<file path="src/rtl/pipe_ctrl_pkg.sv">
// pipe_ctrl_pkg -- shared definitions for the pipeline control chain.
//   CNT_W / CNT_MAX : width and saturation value of the event counters
//   ctrl_fields_t   : typical 16-bit control payload layout (opcode, funct3,
//                     wb_sel, write enables)
//   sat_inc()       : saturating increment used by both counters
package pipe_ctrl_pkg;

    localparam int               CNT_W   = 16;
    localparam logic [CNT_W-1:0] CNT_MAX = 16'hFFFF;

    typedef struct packed {
        logic [1:0] rsvd;
        logic       mem_we;
        logic       reg_we;
        logic [1:0] wb_sel;
        logic [2:0] funct3;
        logic [6:0] opcode;
    } ctrl_fields_t;

    function automatic logic [CNT_W-1:0] sat_inc(input logic [CNT_W-1:0] v);
        return (v == CNT_MAX) ? v : v + CNT_W'(1);
    endfunction

endpackage

</file>
<file path="src/rtl/pipe_ctrl_stage.sv">
// pipe_ctrl_stage -- one register stage of the control chain.
//   clk, rst            : clock, async active-high reset
//   i_flush             : kill this stage (highest priority)
//   i_hold              : keep current contents
//   i_bubble            : upstream is held, so load an empty slot
//   i_prev_valid/data   : contents of the previous stage (or pipe input)
//   o_valid/o_data      : stage contents; data is zero whenever invalid
module pipe_ctrl_stage
    import pipe_ctrl_pkg::*;
#(
    parameter int WIDTH = 16
) (
    input  logic             clk,
    input  logic             rst,
    input  logic             i_flush,
    input  logic             i_hold,
    input  logic             i_bubble,
    input  logic             i_prev_valid,
    input  logic [WIDTH-1:0] i_prev_data,
    output logic             o_valid,
    output logic [WIDTH-1:0] o_data
);

    logic             r_valid;
    logic [WIDTH-1:0] r_data;

    always_ff @(posedge clk or posedge rst) begin
        if (rst) begin
            r_valid <= 1'b0;
            r_data  <= '0;
        end else if (i_flush) begin
            r_valid <= 1'b0;
            r_data  <= '0;
        end else if (!i_hold) begin
            if (i_bubble) begin
                r_valid <= 1'b0;
                r_data  <= '0;
            end else begin
                r_valid <= i_prev_valid;
                // invalid payload is squashed so empty stages read as zero
                r_data  <= i_prev_valid ? i_prev_data : '0;
            end
        end
    end

    assign o_valid = r_valid;
    assign o_data  = r_data;

endmodule

</file>
<file path="src/rtl/pipe_ctrl_chain.sv">
// pipe_ctrl_chain -- DEPTH-stage control pipeline with per-stage stall/flush
// and saturating stall/flush event counters.
//   clk, rst           : clock, async active-high reset
//   in_valid/in_data   : upstream payload; in_ready = stage 0 can accept
//   stall[i], flush[i] : per-stage hold and kill requests
//   cnt_clr            : synchronous clear of both counters
//   stage_valid        : valid bit of every stage
//   out_valid/out_data : last stage contents
//   stall_cnt          : cycles with hold[0]=1 (saturating)
//   flush_cnt          : cycles where a flush hit a valid stage (saturating)
module pipe_ctrl_chain
    import pipe_ctrl_pkg::*;
#(
    parameter int WIDTH = 16,
    parameter int DEPTH = 2
) (
    input  logic             clk,
    input  logic             rst,
    input  logic             in_valid,
    input  logic [WIDTH-1:0] in_data,
    output logic             in_ready,
    input  logic [DEPTH-1:0] stall,
    input  logic [DEPTH-1:0] flush,
    input  logic             cnt_clr,
    output logic [DEPTH-1:0] stage_valid,
    output logic             out_valid,
    output logic [WIDTH-1:0] out_data,
    output logic [CNT_W-1:0] stall_cnt,
    output logic [CNT_W-1:0] flush_cnt
);

    logic [DEPTH-1:0]            w_hold;
    logic [DEPTH-1:0]            w_valid;
    logic [DEPTH-1:0][WIDTH-1:0] w_data;
    logic [CNT_W-1:0]            r_stall_cnt;
    logic [CNT_W-1:0]            r_flush_cnt;

    genvar g;
    generate
        for (g = 0; g < DEPTH; g++) begin : g_stage
            // a stall anywhere downstream freezes this stage too
            if (g == DEPTH - 1) begin : g_hold_last
                assign w_hold[g] = stall[g];
            end else begin : g_hold_mid
                assign w_hold[g] = stall[g] | w_hold[g+1];
            end

            if (g == 0) begin : g_first
                pipe_ctrl_stage #(.WIDTH(WIDTH)) u_stage (
                    .clk         (clk),
                    .rst         (rst),
                    .i_flush     (flush[g]),
                    .i_hold      (w_hold[g]),
                    .i_bubble    (1'b0),
                    .i_prev_valid(in_valid),
                    .i_prev_data (in_data),
                    .o_valid     (w_valid[g]),
                    .o_data      (w_data[g])
                );
            end else begin : g_next
                // held upstream + free this stage => bubble enters here
                pipe_ctrl_stage #(.WIDTH(WIDTH)) u_stage (
                    .clk         (clk),
                    .rst         (rst),
                    .i_flush     (flush[g]),
                    .i_hold      (w_hold[g]),
                    .i_bubble    (w_hold[g-1]),
                    .i_prev_valid(w_valid[g-1]),
                    .i_prev_data (w_data[g-1]),
                    .o_valid     (w_valid[g]),
                    .o_data      (w_data[g])
                );
            end
        end
    endgenerate

    always_ff @(posedge clk or posedge rst) begin
        if (rst) begin
            r_stall_cnt <= '0;
            r_flush_cnt <= '0;
        end else if (cnt_clr) begin
            r_stall_cnt <= '0;
            r_flush_cnt <= '0;
        end else begin
            if (w_hold[0])
                r_stall_cnt <= sat_inc(r_stall_cnt);
            // one count per cycle regardless of how many stages were hit
            if (|(flush & w_valid))
                r_flush_cnt <= sat_inc(r_flush_cnt);
        end
    end

    assign in_ready    = ~w_hold[0];
    assign stage_valid = w_valid;
    assign out_valid   = w_valid[DEPTH-1];
    assign out_data    = w_data[DEPTH-1];
    assign stall_cnt   = r_stall_cnt;
    assign flush_cnt   = r_flush_cnt;

endmodule

</file>
<file path="config.mk">
export PLATFORM = sky130hd
export DESIGN_NAME = pipe_ctrl_chain
export DESIGN_NICKNAME = d
export VERILOG_FILES = /design/src/rtl/pipe_ctrl_pkg.sv /design/src/rtl/pipe_ctrl_stage.sv /design/src/rtl/pipe_ctrl_chain.sv
export SDC_FILE = /design/constraint.sdc
export NUM_CORES = 1
export LEC_CHECK = 0
export CAP_MARGIN = 5
export CORE_AREA = 5 5 92 77
export DETAILED_ROUTE_END_ITERATION = 7
export DIE_AREA = 0 0 97 82
export GPL_ROUTABILITY_DRIVEN = 0
export PLACE_DENSITY = 0.82
export SYNTH_ARGS = -nofsm -noshare
export SYNTH_HDL_FRONTEND = slang
export SYNTH_SLANG_ARGS = --single-unit
export TNS_END_PERCENT = 50
</file>
<file path="constraint.sdc">
create_clock -name clk -period 3.14 [get_ports clk]
set_input_delay 0.628 -clock clk [delete_from_list [all_inputs] [get_ports clk]]
set_output_delay 0.628 -clock clk [all_outputs]
set_load 0.01 [all_outputs]
</file>
==> results by group, run 1 <==
Timing
  • Fin crit share: 90.0%
  • Worst Skew: 9.91 ps
  • F_max: 0.354 GHz
  • Slew HR: 19.7%
  • Period minus WS final: 2830 ps
  • RSZ-0062 raised after global routing: false
  • Setup TNS: 0 ps
  • Worst-margin pin slew: 1200 ps
  • Slew Viols, Final: 0
  • Fin Hold WS: 498 ps
  • Final hold viol count: 0
  • Setup ws final: 314 ps
  • Setup violations, final: 0

CTS
  • CTS sink count: 66
  • CTS tree: done
  • H-tree levels: 3
  • Max Root-Sink Buffers: 2
  • Post_cts resized: 0
  • Setup bufs post-CTS: 0
  • CTS Root Cell: clkbuf_8
  • Clock-pin slew on the worst setup and hold paths: 70 ps
  • Hold-fix buffers, CTS: 0
  • Clock latency on the worst-skew pair: 330 ps
  • Total CTS buffers: 9

Logic synthesis
  • Most numerous cell in the Yosys netlist: dfrtp_1
  • Main area contributors after synthesis: dfrtp_1 54%, a22o_1 9.4%, a21oi_1 3.1%
  • Synth warn: 0
  • Syn_area_per_cell: 10.9 µm²
  • Number of flops mapped to enable cells by yosys: 0
  • Main synth FF type: dfrtp_1
  • Syn Inst Count: 281
  • Dominant cell type by area after synthesis: dfrtp_1
  • #FFs+latches synth: 66
  • Yosys top cell area share: 53.8%
  • Syn_nets: 307
  • Unique masters post-synth: 41
  • Sequential area share after synthesis: 53.8%
  • Cell Area, Synth: 3070 µm²
  • Async set-reset flop share out of synthesis: 100%
  • Top post-synthesis cells by count: 66 x dfrtp_1, 33 x a22o_1, 19 x a21oi_1, 19 x nor2_1, 16 x nand2_1

Detailed routing
  • Routed len/inst: 17.0 µm
  • Vias: 2649
  • Routed WL: 7620 µm
  • DRT antenna net count: 0
  • DR pass1 iterations: 4
  • DRC Markers: 0
  • Initial DRC count: 91
  • Vias/cell: 5.91

Final layout
  • Final-stage net count: 385
  • Filler cells: 472
  • Layout cells sized above 1: 10.2%
  • Layout area overhead: 32.7%
  • N_diodes: 0

Die
  • Die Area: 7950 µm²
  • Die width: 97 µm
  • Top Ports: 76
  • Total core area: 6150 µm²
  • Floorplan row count: 26
  • Die Y: 82 µm
  • Starting density of the core: 49.9%

Power
  • P per Cell Area: 412 nW/µm²
  • Static Leakage: 1.71 nW
  • Pwr Total: 1.68 mW
  • Worst vdd ir: 256 µV

Placed design
  • HPWL Detailed: 5380 µm
  • Pre-CTS setup slack: 301 ps
  • # port buffers: 75

GRT
  • Largest net degree at the start of global routing: 35
  • Vias in the first global route: 2626
  • Gr usage total: 19.6%
  • GR Overflow Total: 0
  • Initial antenna violation count: 0
  • First-pass GRT wire length: 12400 µm

Setup path
  • CP Launch Type: input pin
  • Crit path DAT: 2200 ps
  • CP max-delay cell: clkdlybuf4s50_1
  • Crit path cell chain: clkdlybuf4s50_1 > or2_2 > inv_1 > clkdlybuf4s50_1
  • Levels on crit path: 4
  • Crit-path max cell delay: 580 ps
  • CP required: 2510 ps
  • Reg2reg path depth: 4
  • Critical path's top delay family: buffers and inverters
  • Worst setup EP type: output pin
  • Type of the worst setup path: in -> out
  • Most frequent cell on the critical path: clkdlybuf4s50_1
  • Worst path bufs/invs: 3
  • Worst Path Max Fanout: 6

Worst hold path
  • Min-delay worst type: reg -> reg
  • Hold-critical path depth: 1

Flow run
  • Max Cap Viol: 0

Status
  • Status: completed
-- through the flow --
step	instances	utilization [%]	cell area [µm²]
2_1_floorplan	281	-	3070
3_3_place_gp	432	63.1	3880
3_5_place_dp	432	63.1	3880
4_1_cts	448	66.3	4070
5_1_grt	448	66.3	4070
6_report	448	66.3	4070
-- worst register-to-register path: stages, from the launching register on --
cell and delay (ps):
dfrtp_1 440, nand4_1 240, nor4_2 880, nor3b_1 160, mux2_2 310
-- flip-flops by register name, indices dropped and copies added (netlist names) --
signal / flops
g_stage.g_first.u_stage.o_valid: 1
g_stage.g_next.u_stage.o_data: 16
g_stage.g_next.u_stage.o_valid: 1
flush_cnt: 16
g_stage.g_first.u_stage.o_data: 16
stall_cnt: 16
-- placed cells by master (no fill, tap or decap), drive strengths merged, types with 8 or more instances in the layout --
master | synthesis | routed
o31ai | 9 | 9
a22o | 33 | 33
dfrtp | 66 | 66
clkbuf | 5 | 11
nand4 | 9 | 9
nand3 | 10 | 10
a21oi | 19 | 19
nor3 | 10 | 10
clkdlybuf4s50 | 0 | 75
nor2 | 19 | 19
or3 | 9 | 9
o21ai | 8 | 8
nand2 | 16 | 16
-- cell families after synthesis --
logic type	after synthesis	synth area share, %
AO/OA/AOI/OAI	83	20.0
buffers and inverters	19	3.63
adder cells (fa/ha/maj)	2	0.815
flip-flops	66	53.8
AND/OR/NAND/NOR	103	18.9
multiplexers	8	2.85
-- where the power goes --
| group | switching, mW | total [mW] | internal (mW) |
|---|---|---|---|
| Clock | 0.311 | 0.697 | 0.386 |
| Combinational | 0.0593 | 0.111 | 0.0515 |
| Sequential | 0.0100 | 0.871 | 0.861 |
-- metal layers --
layer / share of wire, % / global-route usage, % / routed length [µm]
met2: 48 / 32.0 / 3670
met5: 0 / 0 / 0
met4: 1.5 / 7.43 / 111
met1: 44 / 24.6 / 3390
met3: 6.0 / 6.37 / 457
-- final timing paths --
check | from | to | slack, ps
setup reg to reg | flush_cnt[11]$_DFFE_PP0P_ | flush_cnt[5]$_DFFE_PP0P_ | 990
setup / recovery | stall[1] | in_ready | 310
hold / removal | g_stage[0].g_first.u_stage.o_data[10]$_DFFE_PP0P_ | g_stage[1].g_next.u_stage.o_data[10]$_DFFE_PP0P_ | 500
min in group asynchronous | rst | flush_cnt[9]$_DFFE_PP0P_ | 530
hold reg to reg | g_stage[0].g_first.u_stage.o_data[10]$_DFFE_PP0P_ | g_stage[1].g_next.u_stage.o_data[10]$_DFFE_PP0P_ | 500
max in group asynchronous | rst | flush_cnt[13]$_DFFE_PP0P_ | 1930
-- area by class of cell --
cell class	instances	area [µm²]	area share [%]
tap	84	105	2.58
timing repair buffer	81	796	19.5
sequential	66	1650	40.5
clock inverter	5	53.8	1.32
inverter	5	18.8	0.461
multi-input combinational	196	1310	32.1
clock buffer	11	141	3.47
No activity file was read; power rests on OpenSTA's default activity.
==> run 2, diff against run 1 <==
- CORE_AREA: 5 5 92 77 -> 5 5 85 71
- DIE_AREA: 0 0 97 82 -> 0 0 90 76
- DONT_BUFFER_PORTS: unset -> 1
- PLACE_DENSITY: 0.82 -> 0.77
==> results by group, run 2 (same netlist as run 1, synthesis figures left out) <==
Die
  • Top Ports: 76 (unchanged)
  • Die Area: 6840 µm² (-14%)
  • Die Y: 76 µm (-7.3%)
  • Total core area: 5190 µm² (-16%)
  • Die width: 90 µm (-7.2%)
  • Starting density of the core: 59.1% (+9.2 points)
  • Floorplan row count: 24 (-7.7%)

Timing
  • Period minus WS final: 2170 ps (-655 ps)
  • Worst Skew: 7.14 ps (-2.77 ps)
  • Setup ws final: 969 ps (+655 ps)
  • RSZ-0062 raised after global routing: false
  • Slew Viols, Final: 0 (unchanged)
  • Worst-margin pin slew: 1130 ps (-69.9 ps)
  • Setup violations, final: 0 (unchanged)
  • Final hold viol count: 0 (unchanged)
  • Fin crit share: 69.1% (-21 points)
  • F_max: 0.461 GHz (+30%)
  • Slew HR: 24.4% (+4.7 points)
  • Setup TNS: 0 ps (unchanged)

CTS
  • Clock latency on the worst-skew pair: 340 ps (about the same)
  • Hold-fix buffers, CTS: 0 (unchanged)
  • Max Root-Sink Buffers: 2 (unchanged)
  • CTS tree: done
  • Setup bufs post-CTS: 0 (unchanged)
  • CTS sink count: 66 (unchanged)
  • Clock-pin slew on the worst setup and hold paths: 80 ps (about the same)
  • CTS Root Cell: clkbuf_8
  • Post_cts resized: 0 (unchanged)
  • Total CTS buffers: 9 (unchanged)
  • H-tree levels: 3 (unchanged)

Detailed routing
  • Vias: 2323 (-12%)
  • DR pass1 iterations: 4 (unchanged)
  • Routed WL: 6990 µm (-8.3%)
  • DRC Markers: 0 (unchanged)
  • Vias/cell: 6.60 (+12%)
  • Routed len/inst: 19.9 µm (+17%)
  • DRT antenna net count: 0 (unchanged)
  • Initial DRC count: 107 (+18%)

Power
  • Pwr Total: 1.80 mW (+7.5%)
  • Worst vdd ir: 400 µV (+56%)
  • Static Leakage: 1.46 nW (-15%)
  • P per Cell Area: 538 nW/µm² (+31%)

Placed design
  • # port buffers: 0 (-100%)
  • Pre-CTS setup slack: 979 ps (+678 ps)
  • HPWL Detailed: 4800 µm (-11%)

Status
  • Status: completed

Final layout
  • Final-stage net count: 308 (-20%)
  • Layout area overhead: 9.13%
  • N_diodes: 0 (unchanged)
  • Most common cell after layout, fill and taps aside: dfrtp_1
  • Layout cells sized above 1: 12.5% (+2.4 points)
  • Commonest non-fill, non-tap cells in the layout: 66 x dfrtp_1, 33 x a22o_1, 19 x nor2_1, 19 x a21oi_1, 16 x nand2_1

GRT
  • Gr usage total: 20.9% (+1.3 points)
  • Largest net degree at the start of global routing: 38 (+8.6%)
  • Initial antenna violation count: 0 (unchanged)
  • GR Overflow Total: 0 (unchanged)
  • First-pass GRT wire length: 11500 µm (-7.1%)
  • Vias in the first global route: 2176 (-17%)

Setup path
  • Worst Path Max Fanout: 12 (+6)
  • Worst setup EP type: register
  • CP required: 3360 ps (+850 ps)
  • CP Launch Type: register
  • Type of the worst setup path: reg -> reg
  • Crit path DAT: 2390 ps (+190 ps)

Worst hold path
  • Min-delay worst type: in -> async

Flow run
  • Max Cap Viol: 0 (unchanged)
[run 2: changes by cell type in the layout (fill, tap and decap cells not counted), sizes merged]
cell	before	now
clkinv	5	4
clkbuf	11	9
inv	4	5
buf	6	4
clkdlybuf4s50	75	0
bufinv	1	3
[run 2: worst max-delay path, stage by stage, from the launching register on]
cell     delay (ps)
dfrtp_1         490
ha_1            270
nand3_1         130
nor4_2          710
nor3b_1         150
mux2_2          310
[run 2: worst paths after layout]
| check | from | endpoint | slack [ps] | cells after the start |
|---|---|---|---|---|
| max reg2reg | flush_cnt[0]$_DFFE_PP0P_ | flush_cnt[5]$_DFFE_PP0P_ | 970 | 5 |
| min reg2reg | g_stage[0].g_first.u_stage.o_data[13]$_DFFE_PP0P_ | g_stage[1].g_next.u_stage.o_data[13]$_DFFE_PP0P_ | 500 | 1 |
| max in group asynchronous | rst | g_stage[0].g_first.u_stage.o_data[6]$_DFFE_PP0P_ | 2250 | 2 |
| min in group clk | cnt_clr | flush_cnt[9]$_DFFE_PP0P_ | 350 | 1 |
| min | rst | flush_cnt[0]$_DFFE_PP0P_ | 260 | 1 |
| max | flush_cnt[0]$_DFFE_PP0P_ | flush_cnt[5]$_DFFE_PP0P_ | 970 | 5 |
[run 2: final cells by class]
type | instances | area [µm²]
clock buffer | 9 | 124
clock inverter | 7 | 125
timing repair buffer | 4 | 42.5
sequential | 66 | 1650
inverter | 5 | 18.8
multi-input combinational | 196 | 1310
fill | 413 | 1840
tap | 65 | 81.3
[run 2: layer usage]
layer  part of all wire [%]  GRT usage (%)
met5                      0              0
met3                    7.7           7.70
met1                     45           28.8
met4                    1.5           7.29
met2                     46           30.3
[run 2: report_power, final]
part,switching (mW),internal [mW],total (mW)
clock network,0.338,0.534,0.871
registers,0.0134,0.860,0.873
logic,0.0408,0.0182,0.0590
total,0.392,1.41,1.80
[run 2: metrics by stage]
step / instance area (µm²) / util [%] / instances / hold WS (ps)
2_1_floorplan: 3070 / - / 281 / 466
3_3_place_gp: 3100 / 59.7 / 336 / 482
3_5_place_dp: 3100 / 59.7 / 336 / 483
4_1_cts: 3350 / 64.5 / 352 / 271
5_1_grt: 3350 / 64.5 / 352 / 295
6_report: 3350 / 64.5 / 352 / 263
==> run 3, diff against run 2 <==
- clock period: 3.14 -> 2.2 ns (I/O delays scaled with it)
==> results by group, run 3 (same netlist as run 1, synthesis figures left out) <==
Timing
  • Slew HR: 16.2% (-8.2 points)
  • F_max: 0.509 GHz (+11%)
  • Worst-margin pin slew: 1250 ps (+125 ps)
  • Setup violations, final: 0 (unchanged)
  • RSZ-0062 raised after global routing: false
  • Worst Skew: 7.02 ps (-0.113 ps)
  • Fin Hold WS: 95.7 ps (-168 ps)
  • Period minus WS final: 1960 ps (-207 ps)
  • Setup ws final: 235 ps (-733 ps)
  • Slew Viols, Final: 0 (unchanged)
  • Final hold viol count: 0 (unchanged)
  • Setup TNS: 0 ps (unchanged)
  • Fin crit share: 89.3% (+20 points)

GRT
  • Vias in the first global route: 2276 (+4.6%)
  • Initial antenna violation count: 0 (unchanged)
  • Gr usage total: 20.9% (about the same)
  • Met2 Resource Use GR: 30.2% (-0.15 points)
  • GR Overflow Total: 0 (unchanged)
  • GRT busiest layer: met2
  • GRT met3 Usage: 9.87% (+2.2 points)
  • Largest net degree at the start of global routing: 36 (-5.3%)
  • Met1 Track Usage GR: 28.1% (-0.69 points)
  • First-pass GRT wire length: 11700 µm (+1.1%)

Placed design
  • Pre-CTS setup slack: 260 ps (-719 ps)
  • # port buffers: 0 (unchanged)
  • DP Area: 3120 µm² (+0.73%)
  • HPWL Detailed: 4760 µm (-0.70%)

Setup path
  • Worst Path Max Fanout: 6 (-6)
  • CP Launch Type: register
  • Setup slack, reg-to-reg: 240 ps (-730 ps)
  • Worst setup EP type: register
  • Crit path DAT: 2230 ps (-160 ps)
  • CP required: 2460 ps (-900 ps)
  • Type of the worst setup path: reg -> reg

CTS
  • Max Root-Sink Buffers: 2 (unchanged)
  • CTS tree: done
  • CTS Root Cell: clkbuf_8
  • Hold-fix buffers, CTS: 0 (unchanged)
  • Total CTS buffers: 9 (unchanged)
  • Post_cts resized: 0 (unchanged)
  • Setup bufs post-CTS: 0 (unchanged)
  • CTS sink count: 66 (unchanged)
  • H-tree levels: 3 (unchanged)
  • Clock latency on the worst-skew pair: 340 ps (about the same)
  • Clock-pin slew on the worst setup and hold paths: 70 ps (about the same)

Detailed routing
  • Vias/cell: 6.69 (+1.4%)
  • Routed len/inst: 19.4 µm (-2.5%)
  • DRT antenna net count: 0 (unchanged)
  • Initial DRC count: 123 (+15%)
  • Routed WL: 6870 µm (-1.7%)
  • DRC Markers: 0 (unchanged)
  • DR pass1 iterations: 4 (unchanged)
  • Vias: 2375 (+2.2%)

Final layout
  • Layout cells sized above 1: 13.4% (+0.90 points)
  • Most common cell after layout, fill and taps aside: dfrtp_1
  • Cell area after layout: 3320 µm² (-0.97%)
  • Final-stage net count: 311 (+0.97%)
  • N_diodes: 0 (unchanged)
  • FF/Latch Area: 1650 µm² (unchanged)
  • Commonest non-fill, non-tap cells in the layout: 66 x dfrtp_1, 33 x a22o_1, 19 x nor2_1, 19 x a21oi_1, 16 x nand2_1
  • Final Util: 63.9% (-0.63 points)
  • Filler cells: 410 (-0.73%)
  • Area of the multi-input gates: 1310 µm² (unchanged)
  • Layout area overhead: 8.07%

Worst hold path
  • Min-delay worst type: in -> async

Die
  • Die width: 90 µm (unchanged)
  • Die Y: 76 µm (unchanged)
  • Die Area: 6840 µm² (unchanged)
  • Floorplan row count: 24 (unchanged)
  • Total core area: 5190 µm² (unchanged)
  • Top Ports: 76 (unchanged)
  • Starting density of the core: 59.1% (unchanged)

Power
  • Clock power frac: 42.5% (-5.8 points)
  • P per Cell Area: 697 nW/µm² (+29%)
  • Comb power frac: 3.6% (+0.3 points)
  • Sw Ratio: 23.2% (+1.5 points)
  • Psw: 537 µW (+37%)
  • Static Leakage: 1.45 nW (-0.60%)
  • Reg power frac: 53.9% (+5.5 points)
  • Worst vdd ir: 478 µV (+20%)
  • Internal: 1.77 mW (+26%)

Status
  • Status: completed

Flow run
  • Max Cap Viol: 0 (unchanged)
## run 3: final cells by class
type	instances	area share (%)
sequential	66	49.8
timing repair buffer	7	1.96
inverter	5	0.566
multi-input combinational	196	39.4
tap	65	2.45
clock buffer	9	3.73
clock inverter	7	2.11
## run 3: through the flow
| step | cells | power (mW) |
|---|---|---|
| 5_1_grt | 355 | 2.42 |
| 3_3_place_gp | 339 | 1.35 |
| 3_5_place_dp | 339 | 1.36 |
| 6_report | 355 | 2.31 |
| 4_1_cts | 355 | 2.34 |
| 2_1_floorplan | 281 | 1.34 |
## run 3: worst max-delay path, stage by stage, from the launching register on
cell and delay [ps]:
dfrtp_1 470, ha_1 290, o2111ai_2 190, or3_4 400
or4_1 410, a21oi_1 150
## run 3: final timing paths
path | to | cells past startpoint | startpoint
worst max register to register | stall_cnt[12]$_DFFE_PP0P_ | 5 | stall_cnt[0]$_DFFE_PP0P_
min in group clk | flush_cnt[8]$_DFFE_PP0P_ | 1 | cnt_clr
max in group asynchronous | g_stage[1].g_next.u_stage.o_data[10]$_DFFE_PP0P_ | 2 | rst
worst min register to register | g_stage[1].g_next.u_stage.o_data[10]$_DFFE_PP0P_ | 1 | g_stage[0].g_first.u_stage.o_data[10]$_DFFE_PP0P_
worst max-delay path | stall_cnt[12]$_DFFE_PP0P_ | 5 | stall_cnt[0]$_DFFE_PP0P_
worst min-delay path | flush_cnt[10]$_DFFE_PP0P_ | 1 | rst
## run 3: power groups by stage
| stage | logic, mW | registers (mW) | clock network, mW |
|---|---|---|---|
| detailed placement | 0.0859 | 1.27 | 0 |
| global placement | 0.0833 | 1.27 | 0 |
| floorplan | 0.0775 | 1.26 | 0 |
| finish | 0.0829 | 1.25 | 0.982 |
| CTS | 0.0860 | 1.25 | 1.00 |
| global route | 0.0975 | 1.25 | 1.07 |
## run 3: per-layer routing
layer / wire (µm) / share of wire [%] / vias up
li1: - / - / 1099
met1: 2960 / 43 / 1159
met2: 3150 / 46 / 108
met3: 675 / 9.8 / 9
met4: 89 / 1.3 / 0
met5: 0 / 0 / -
